## config.mk

```make
export PLATFORM = sky130hd
export DESIGN_NAME = lives_controller_flat
export DESIGN_NICKNAME = d
export VERILOG_FILES = /design/src/rtl/lives_controller_pkg.sv /design/src/rtl/lives_controller_if.sv /design/src/rtl/lives_controller_invuln_timer.sv /design/src/rtl/lives_controller.sv /design/src/flat_wrapper.sv
export SDC_FILE = /design/constraint.sdc
export NUM_CORES = 1
export LEC_CHECK = 0
export BUFFER_PORTS_ARGS = -buffer_cell sky130_fd_sc_hd__buf_4
export CAP_MARGIN = 0
export CORE_ASPECT_RATIO = 0.75
export CORE_UTILIZATION = 46
export DETAILED_ROUTE_END_ITERATION = 7
export PLACE_DENSITY = 0.78
export SYNTH_ARGS = -nofsm -noshare
export SYNTH_HDL_FRONTEND = slang
export SYNTH_SLANG_ARGS = --single-unit
```

## constraint.sdc

```tcl
create_clock -name clock -period 2.5 [get_ports clock]
set_input_delay 0.5 -clock clock [delete_from_list [all_inputs] [get_ports clock]]
set_output_delay 0.5 -clock clock [all_outputs]
set_load 0.02 [all_outputs]
```

## src/rtl/lives_controller_pkg.sv

```systemverilog
// Shared types and defaults for the ship lives controller and its counter interface.
package lives_controller_pkg;

  typedef enum logic [3:0] {
    IDLE,
    LOAD,
    SETTLE,
    PLAY,
    HIT,
    CHECK,
    INVULN,
    BONUS,
    SETTLE_B,
    GAME_OVER
  } state_t;

  localparam int unsigned INIT_LIVES_DEF = 3;
  localparam int unsigned MAX_LIVES_DEF  = 9;

  typedef logic [3:0] lives_d_t;

  function automatic lives_d_t lives_inc(lives_d_t q);
    return q + lives_d_t'(1);
  endfunction

endpackage

```

## src/rtl/lives_controller_if.sv

```systemverilog
// Command/status bundle between the lives controller and the 16-bit lives counter.
interface lives_controller_if;
  import lives_controller_pkg::*;

  logic        cnt_clr;
  logic        cnt_ld;
  logic        cnt_ent;
  logic        cnt_enp;
  lives_d_t    cnt_d;
  logic [15:0] lives_q;
  logic        lives_zero;

  modport master (
    output cnt_clr, cnt_ld, cnt_ent, cnt_enp, cnt_d,
    input  lives_q, lives_zero
  );

  modport slave (
    input  cnt_clr, cnt_ld, cnt_ent, cnt_enp, cnt_d,
    output lives_q, lives_zero
  );
endinterface

```

## src/rtl/lives_controller_invuln_timer.sv

```systemverilog
// Invulnerability frame counter: loaded after a hit, counts frame ticks down while running.
module lives_controller_invuln_timer #(
  parameter int unsigned TICK_W       = 8,
  parameter int unsigned INVULN_TICKS = 60
) (
  input  logic clock,
  input  logic clr_n,
  input  logic load,
  input  logic run,
  input  logic frame_tick,
  output logic expire
);

  logic [TICK_W-1:0] count;

  always_ff @(posedge clock) begin
    if (!clr_n) begin
      count <= '0;
    end else if (load) begin
      count <= TICK_W'(INVULN_TICKS);
    end else if (run && frame_tick && (count != '0)) begin
      count <= count - TICK_W'(1);
    end
  end

  // Expiry is flagged on the final tick itself so the window spans exactly INVULN_TICKS ticks.
  assign expire = run && ((count == '0) || (frame_tick && (count == TICK_W'(1))));

endmodule

```

## src/rtl/lives_controller.sv

```systemverilog
// Player lives sequencer: drives the lives counter on game start, hits and bonuses,
// with a post-hit invulnerability window and game-over detection.
module lives_controller
  import lives_controller_pkg::*;
#(
  parameter int unsigned INIT_LIVES   = INIT_LIVES_DEF,
  parameter int unsigned MAX_LIVES    = MAX_LIVES_DEF,
  parameter int unsigned INVULN_TICKS = 60,
  parameter int unsigned TICK_W       = 8
) (
  input  logic                  clock,
  input  logic                  clr_n,
  input  logic                  start,
  input  logic                  collision,
  input  logic                  bonus,
  input  logic                  frame_tick,
  lives_controller_if.master    ctr,
  output logic                  playing,
  output logic                  invulnerable,
  output logic                  life_lost,
  output logic                  game_over
);

  state_t   state, state_next;
  logic     ret_inv, ret_inv_next;
  logic     timer_load, timer_expire;
  logic     below_max, q_zero;

  logic     ld_next, dec_next, playing_next, invuln_next, lost_next, over_next;
  lives_d_t d_next;

  assign below_max = ctr.lives_q < 16'(MAX_LIVES);
  assign q_zero    = (ctr.lives_q == '0);

  lives_controller_invuln_timer #(
    .TICK_W       (TICK_W),
    .INVULN_TICKS (INVULN_TICKS)
  ) u_timer (
    .clock      (clock),
    .clr_n      (clr_n),
    .load       (timer_load),
    .run        (state == INVULN),
    .frame_tick (frame_tick),
    .expire     (timer_expire)
  );

  always_comb begin
    state_next   = state;
    ret_inv_next = ret_inv;
    timer_load   = 1'b0;
    unique case (state)
      IDLE:      if (start) state_next = LOAD;
      LOAD:      state_next = SETTLE;
      SETTLE:    state_next = PLAY;
      PLAY: begin
        if (collision) begin
          state_next = q_zero ? GAME_OVER : HIT;
        end else if (bonus && below_max) begin
          state_next   = BONUS;
          ret_inv_next = 1'b0;
        end
      end
      HIT:       state_next = CHECK;
      CHECK: begin
        if (q_zero || ctr.lives_zero) begin
          state_next = GAME_OVER;
        end else begin
          state_next = INVULN;
          timer_load = 1'b1;
        end
      end
      INVULN: begin
        if (timer_expire) begin
          state_next = PLAY;
        end else if (bonus && below_max) begin
          state_next   = BONUS;
          ret_inv_next = 1'b1;
        end
      end
      BONUS:     state_next = SETTLE_B;
      SETTLE_B:  state_next = ret_inv ? INVULN : PLAY;
      GAME_OVER: if (start) state_next = LOAD;
      default:   state_next = IDLE;
    endcase
  end

  // Outputs are decoded from the next state and registered, so they track the state register.
  always_comb begin
    ld_next      = (state_next == LOAD) || (state_next == BONUS);
    dec_next     = (state_next == HIT);
    playing_next = (state_next == PLAY) || (state_next == INVULN);
    invuln_next  = (state_next == INVULN);
    lost_next    = (state_next == HIT);
    over_next    = (state_next == GAME_OVER);
    d_next       = '0;
    if (state_next == LOAD) begin
      d_next = lives_d_t'(INIT_LIVES);
    end else if (state_next == BONUS) begin
      d_next = lives_inc(ctr.lives_q[3:0]);
    end
  end

  always_ff @(posedge clock) begin
    if (!clr_n) begin
      state        <= IDLE;
      ret_inv      <= 1'b0;
      ctr.cnt_clr  <= 1'b1;
      ctr.cnt_ld   <= 1'b0;
      ctr.cnt_ent  <= 1'b0;
      ctr.cnt_enp  <= 1'b0;
      ctr.cnt_d    <= '0;
      playing      <= 1'b0;
      invulnerable <= 1'b0;
      life_lost    <= 1'b0;
      game_over    <= 1'b0;
    end else begin
      state        <= state_next;
      ret_inv      <= ret_inv_next;
      ctr.cnt_clr  <= 1'b0;
      ctr.cnt_ld   <= ld_next;
      ctr.cnt_ent  <= dec_next;
      ctr.cnt_enp  <= dec_next;
      ctr.cnt_d    <= d_next;
      playing      <= playing_next;
      invulnerable <= invuln_next;
      life_lost    <= lost_next;
      game_over    <= over_next;
    end
  end

endmodule

```

## src/flat_wrapper.sv

```systemverilog
// flat-port wrapper written by rule: the top's interface ports become plain ports
module lives_controller_flat import lives_controller_pkg::*;
#(
  parameter int unsigned INIT_LIVES   = INIT_LIVES_DEF,
  parameter int unsigned MAX_LIVES    = MAX_LIVES_DEF,
  parameter int unsigned INVULN_TICKS = 60,
  parameter int unsigned TICK_W       = 8
)
  (clock, clr_n, start, collision, bonus, frame_tick, playing, invulnerable, life_lost, game_over, ctr_cnt_clr, ctr_cnt_ld, ctr_cnt_ent, ctr_cnt_enp, ctr_cnt_d, ctr_lives_q, ctr_lives_zero);
  lives_controller_if ctr_i ();
  input  logic clock;
  input  logic clr_n;
  input  logic start;
  input  logic collision;
  input  logic bonus;
  input  logic frame_tick;
  output logic playing;
  output logic invulnerable;
  output logic life_lost;
  output logic game_over;
  output wire logic [$bits(ctr_i.cnt_clr)-1:0] ctr_cnt_clr;
  output wire logic [$bits(ctr_i.cnt_ld)-1:0] ctr_cnt_ld;
  output wire logic [$bits(ctr_i.cnt_ent)-1:0] ctr_cnt_ent;
  output wire logic [$bits(ctr_i.cnt_enp)-1:0] ctr_cnt_enp;
  output wire logic [$bits(ctr_i.cnt_d)-1:0] ctr_cnt_d;
  input wire logic [$bits(ctr_i.lives_q)-1:0] ctr_lives_q;
  input wire logic [$bits(ctr_i.lives_zero)-1:0] ctr_lives_zero;
  assign ctr_cnt_clr = ctr_i.cnt_clr;
  assign ctr_cnt_ld = ctr_i.cnt_ld;
  assign ctr_cnt_ent = ctr_i.cnt_ent;
  assign ctr_cnt_enp = ctr_i.cnt_enp;
  assign ctr_cnt_d = ctr_i.cnt_d;
  assign ctr_i.lives_q = ctr_lives_q;
  assign ctr_i.lives_zero = ctr_lives_zero;
  lives_controller #(.INIT_LIVES(INIT_LIVES), .MAX_LIVES(MAX_LIVES), .INVULN_TICKS(INVULN_TICKS), .TICK_W(TICK_W)) u_core (.clock(clock), .clr_n(clr_n), .start(start), .collision(collision), .bonus(bonus), .frame_tick(frame_tick), .ctr(ctr_i), .playing(playing), .invulnerable(invulnerable), .life_lost(life_lost), .game_over(game_over));
endmodule
```

## Yosys cells after proc, flatten, opt, wreduce, memory -nomap -nowiden

Cells that the tools add are included.

- Reductions and logical operators: 19
- Equal/unequal tests: 20
- Bitwise logic cells: 2
- Multiplexer cells: 20
- Add/subtract/negate cells: 2
- $lt $le $gt $ge: 1

Operators by type and width:

| kind | number |
|---|---|
| case mux 4 bit (9 select lines) | 1 |
| == test 4 x 3 -> 1 bit, second input constant | 7 |
| two-way mux 4 bit | 6 |
| zero test 16 bit | 1 |
| less-than comparator 16 x 4 -> 1 bit, second input constant | 1 |
| == test 4 x 2 -> 1 bit, second input constant | 3 |
| == test 4 bit, second input constant | 3 |
| two-way mux 6 bit | 2 |
| == test 4 x 1 -> 1 bit, second input constant | 2 |
| == test 8 x 1 -> 1 bit, second input constant | 1 |
| zero test 8 bit | 1 |
| nonzero test 8 bit | 1 |
| subtractor 8 x 1 -> 8 bit, second input constant | 1 |
| two-way mux 1 bit | 7 |
| logical AND 1 bit | 5 |
| AND reduction 5 bit | 1 |
| adder 4 x 1 -> 4 bit, second input constant | 1 |
| zero test 4 bit | 1 |
| logical OR 1 bit | 4 |
| two-way mux 2 bit | 2 |
| != test 2 x 1 -> 1 bit, second input constant | 2 |
| != test 2 bit, second input constant | 2 |
| nonzero test 2 bit | 2 |
| OR reduction 2 bit | 2 |
| other kinds (4) | 5 |

- Flip-flop bits (word level): 23
- Output and inout port bits: 12
- Word-level logic and storage cells: 76
- Input bits: 23

## Longest topological paths before layout

- Depth after elaboration: 9
- Depth in mapped cells: 9
- Depth with buffers taken out: 8

## Hierarchy

From an unflattened synthesis, not the netlist that was laid out.

- Cells, all modules: 154
- Area total of the unflattened synthesis: 1352.5 µm²

Modules (own cells, without submodules):

| module | sequential area each (µm²) | instances | area an instance (µm²) | cells an instance |
|---|---|---|---|---|
| lives_controller | 300.3 | 1 | 872.1 | 102 |
| lives_controller_invuln_timer | 160.2 | 1 | 480.5 | 52 |

## Least setup slack after synthesis

Ideal clock, no wire load.

- Path kind: in2reg
- From: in ctr_lives_q[11]
- To: reg u_core.ctr.cnt_d[0]
- Data arrival time: 2344 ps
- Setup time: 86 ps
- Setup slack: 70 ps
- Cell stages on the path: 6
- Path buffers: 0
- Data required time: 2414 ps
- Cell sequence: or4_4 -> or4_4 -> nand4_2 -> nand3_4 -> or3_4 -> a211oi_1

- Word-level cells in the longest chain between the ends: 8
- Elaborated cells between the ends (all ways): 14
- Classes of those cells: order compare: 1; eq/ne: 2; mux: 8; reduce/logical: 3

RTL lines:

| item | RTL line | source |
|---|---|---|
| start, declared | flat_wrapper.sv:26 | `input wire logic [$bits(ctr_i.lives_q)-1:0] ctr_lives_q;` |
| less-than comparator 16 x 4 -> 1 bit | lives_controller.sv:32 | `assign below_max = ctr.lives_q < 16'(MAX_LIVES);` |
| logical AND 1 bit | lives_controller.sv:58, lives_controller.sv:75 |  |
| two-way mux 4 bit | lives_controller.sv:58, lives_controller.sv:75 |  |
| two-way mux 4 bit (on tied branches) | lives_controller.sv:73, lives_controller.sv:56 |  |
| case mux 4 bit (9 select lines) (*) | lives_controller.sv:51 | `unique case (state)` |
| == test 4 x 3 -> 1 bit | lives_controller.sv:98 | `end else if (state_next == BONUS) begin` |
| two-way mux 2 bit | lives_controller.sv:98 |  |
| two-way mux 2 bit (*) | lives_controller.sv:96 | `if (state_next == LOAD) begin` |
| end signal, assigned | lives_controller.sv:123 | `ctr.cnt_d <= d_next;` |
| end, declared | lives_controller_if.sv:14 | `output cnt_clr, cnt_ld, cnt_ent, cnt_enp, cnt_d,` |

Every way passes the cells marked *; elsewhere a longest branch is shown, timed or not.
A chain may end at the register's enable or synchronous reset.

## Final worst setup path

- From: in ctr_lives_q[0]
- To: reg u_core.ctr.cnt_ld

- Word-level cells in the longest chain between the ends: 7
- Elaborated cells between the ends (all ways): 13
- Classes of those cells: order compare: 1; eq/ne: 2; mux: 6; reduce/logical: 4

RTL lines:

| item | RTL line | source |
|---|---|---|
| less-than comparator 16 x 4 -> 1 bit | lives_controller.sv:32 |  |
| logical AND 1 bit | lives_controller.sv:58, lives_controller.sv:75 |  |
| two-way mux 4 bit | lives_controller.sv:58, lives_controller.sv:75 |  |
| two-way mux 4 bit (on tied branches) | lives_controller.sv:73, lives_controller.sv:56 |  |
| case mux 4 bit (9 select lines) (*) | lives_controller.sv:51 |  |
| == test 4 x 1 -> 1 bit or == test 4 x 3 -> 1 bit (tied branches) | lives_controller.sv:89 | `ld_next = (state_next == LOAD) \|\| (state_next == BONUS);` |
| logical OR 1 bit (*) | lives_controller.sv:89 |  |
| end signal, assigned | lives_controller.sv:120 | `ctr.cnt_ld <= ld_next;` |
| end, declared | lives_controller_if.sv:14 |  |

Marks and branches as above.

==> out/qor.txt <==
status -> finished clean
fin nets -> 226
fillers -> 222
Setup-failing EPs final -> 0
clock buffer depth -> 2
Synth Instances -> 152
slew margin rel. -> 63.09%
RSZ-0062 raised after global routing -> no
Yosys reg bits -> 23
sequential cell area fraction in the yosys report -> 35.05%
fin crit period -> 2.381 ns
Worst path top cell family by delay -> simple AND/OR/NAND/NOR gates
main flop type after synthesis -> dfxtp_1
Distinct cells, synth -> 47
Worst-path clk slew -> 0.08 ns
slowest stage delay, CP -> 0.45 ns
H-tree depth -> 1
first-pass GRT wire length -> 5078 um
RePlAce Congestion -> 0.8487
max-slew violation count -> 0
num ports -> 35
period utilization -> 95.25%
slowest CP cell -> or3b_2
layout cells sized above 1 -> 32.14%
EDFF count, synth -> 0
detailed placement HPWL -> 2452 um
worst clock skew -> 0.003609 ns
Worst Tran Pin Value -> 0.5516 ns
Buffers on Ports -> 34
Crit path buffers/inverters -> 2
syn_area_per_cell -> 8.643 um^2
share of the synthesized area in the top cell type -> 35.05%
Achievable Freq -> 0.4200 GHz
initial drt markers -> 74
Total GRT Usage -> 22.25%
most frequent cells in the layout -> buf_4, dfxtp_1, nor2_1
Max-Cap Viols -> 0
Congestion Overflow GR -> 0
maximum fanout along the worst path -> 4
Pre-antenna DRT Iters -> 4
Hold Crit Class -> flip-flop to flip-flop
Synth area leaders -> dfxtp_1, ha_1, nor2_1, or4_4, xor2_1
CP Launch Type -> input port
final wirelength -> 3179 um
initial antenna violation count -> 0
later-pin clock latency in the skew report -> 0.26 ns
CORE AREA -> 2663 um^2
Synth async-reset ratio -> 0%
Die Ht -> 48.28 um
starting density of the core -> 49.34%
DR vias/cell -> 5.392
area delta synth->final -> 30.67%
worst path arrival time -> 2.55 ns
post-synth net total -> 181
number of global-route vias before repair -> 1123
power per cell area -> 485.9 nW/um^2
commonest non-fill, non-tap cell in the layout -> buf_4
CP cell instances -> buf_4 -> inv_1 -> ha_1 -> or3b_2 -> or4_4 -> nand4_2 -> nand3_4 -> or3_4 -> a211oi_1
area leader, netlist -> dfxtp_1
clock root buffer -> clkbuf_8
Avg WL per Cell -> 13.70 um
mapped cell area -> 1314 um^2
Leak -> 0.7502 nW
Crit path required time -> 2.67 ns
Die Width -> 63.71 um
Rows -> 16
CTS Buf Count -> 3
CTS tree -> done
Setup crit end kind -> flip-flop
Fin. Hold Viols -> 0
antenna cells -> 0
kind of critical path -> input port to flip-flop
Final Total Pwr -> 0.8341 mW
DIE AREA -> 3076 um^2
largest net degree at the start of global routing -> 15
VDD IR max -> 0.0003189 V
Synth warnings -> 0
Antenna Violating Nets Remaining -> 0
Core Util, Final -> 64.47%
# DRC -> 0
clk sinks -> 23
Vias -> 1251
worst paths after layout:
path,from,endpoint,slack [ns],cells after the start
hold reg to reg,u_core.u_timer.count[1],u_core.u_timer.count[1],0.53,2
setup / recovery,ctr_lives_q[0],u_core.ctr.cnt_ld,0.12,9
hold / removal,u_core.u_timer.count[1],u_core.u_timer.count[1],0.53,2
setup reg to reg,u_core.state[2],u_core.ctr.cnt_d[2],0.18,8
worst min-delay path: stages (launching register included):
cell and delay (ns):
dfxtp_1 0.33, nor2_1 0.11, a211oi_1 0.05
state kept, by name, indices dropped and copies added (netlist names):
| register | count |
|---|---|
| u_core.ctr.cnt_clr | 1 |
| u_core.ctr.cnt_d | 4 |
| u_core.ctr.cnt_ent | 1 |
| u_core.ctr.cnt_ld | 1 |
| u_core.game_over | 1 |
| u_core.invulnerable | 1 |
| u_core.playing | 1 |
| u_core.ret_inv | 1 |
| u_core.state | 4 |
| u_core.u_timer.count | 8 |
Yosys cell counts (all sizes together), types with 3 or more instances:
library cell   n
dfxtp         23
nor2          20
nand2          9
inv            8
a21oi          6
ha             6
nor2b          6
o21ai          6
xor2           5
a211oi         4
nand3          4
nor3           4
nor4           4
or4            4
xnor2          4
buf            3
nand2b         3
what timing repair did:
| action | 4_1_cts | 5_1_grt |
|---|---|---|
| gates resized for setup | 0 | 2 |
| hold buffers | 0 | 0 |
| setup endpoints to repair | 0 | 3 |
| setup buffers | 0 | 0 |
layer usage:
metal / track usage (%) / share of wire, % / up-vias
li1: - / - / 627
met1: 29.60 / 46 / 578
met2: 39.15 / 48 / 44
met3: 4.907 / 5.4 / 2
met4: 2.727 / 0.19 / 0
met5: 0 / 0 / -
where the power goes:
part           total, mW  internal, mW  switching (mW)
sequential         0.404         0.384          0.0196
clock              0.228         0.111           0.116
combinational      0.203        0.0982           0.104
kinds of logic (layout without fill, tap and decap cells):
logic type      count (synthesis)  count (layout)  synth area share (%)
compound gates                 32              32                 16.86
fa+ha+maj                       6               6                 5.714
flops                          23              23                 35.05
simple gates                   69              69                 31.52
buf+inv                        13              57                 4.857
xor+xnor                        9               9                 6.000
cell type report:
class	count	area, um^2	area share (%)
well taps	36	45.04	2.624
flip-flops and latches	23	460.4	26.82
inverters	8	30.03	1.749
multi-input cells	116	797.0	46.43
clock buffers	3	41.29	2.405
repair buffers	45	337.8	19.68
clock inverters	1	5.005	0.2915
through the flow:
stage / TNS (ns) / cell area, um^2 / setup WS (ns) / cells / hold slack (ns)
4_1_cts: 0 / 1709 / 0.1175 / 232 / 0.5317
3_5_place_dp: -0.9106 / 1663 / -0.1688 / 228 / 0.5168
3_3_place_gp: -0.5290 / 1663 / -0.09366 / 228 / 0.4990
6_report: 0 / 1717 / 0.1188 / 232 / 0.5331
5_1_grt: 0 / 1717 / 0.002792 / 232 / 0.5469
2_1_floorplan: 0 / 1314 / 0.07009 / 152 / 0.4796
No activity file was read; power rests on OpenSTA's default activity.
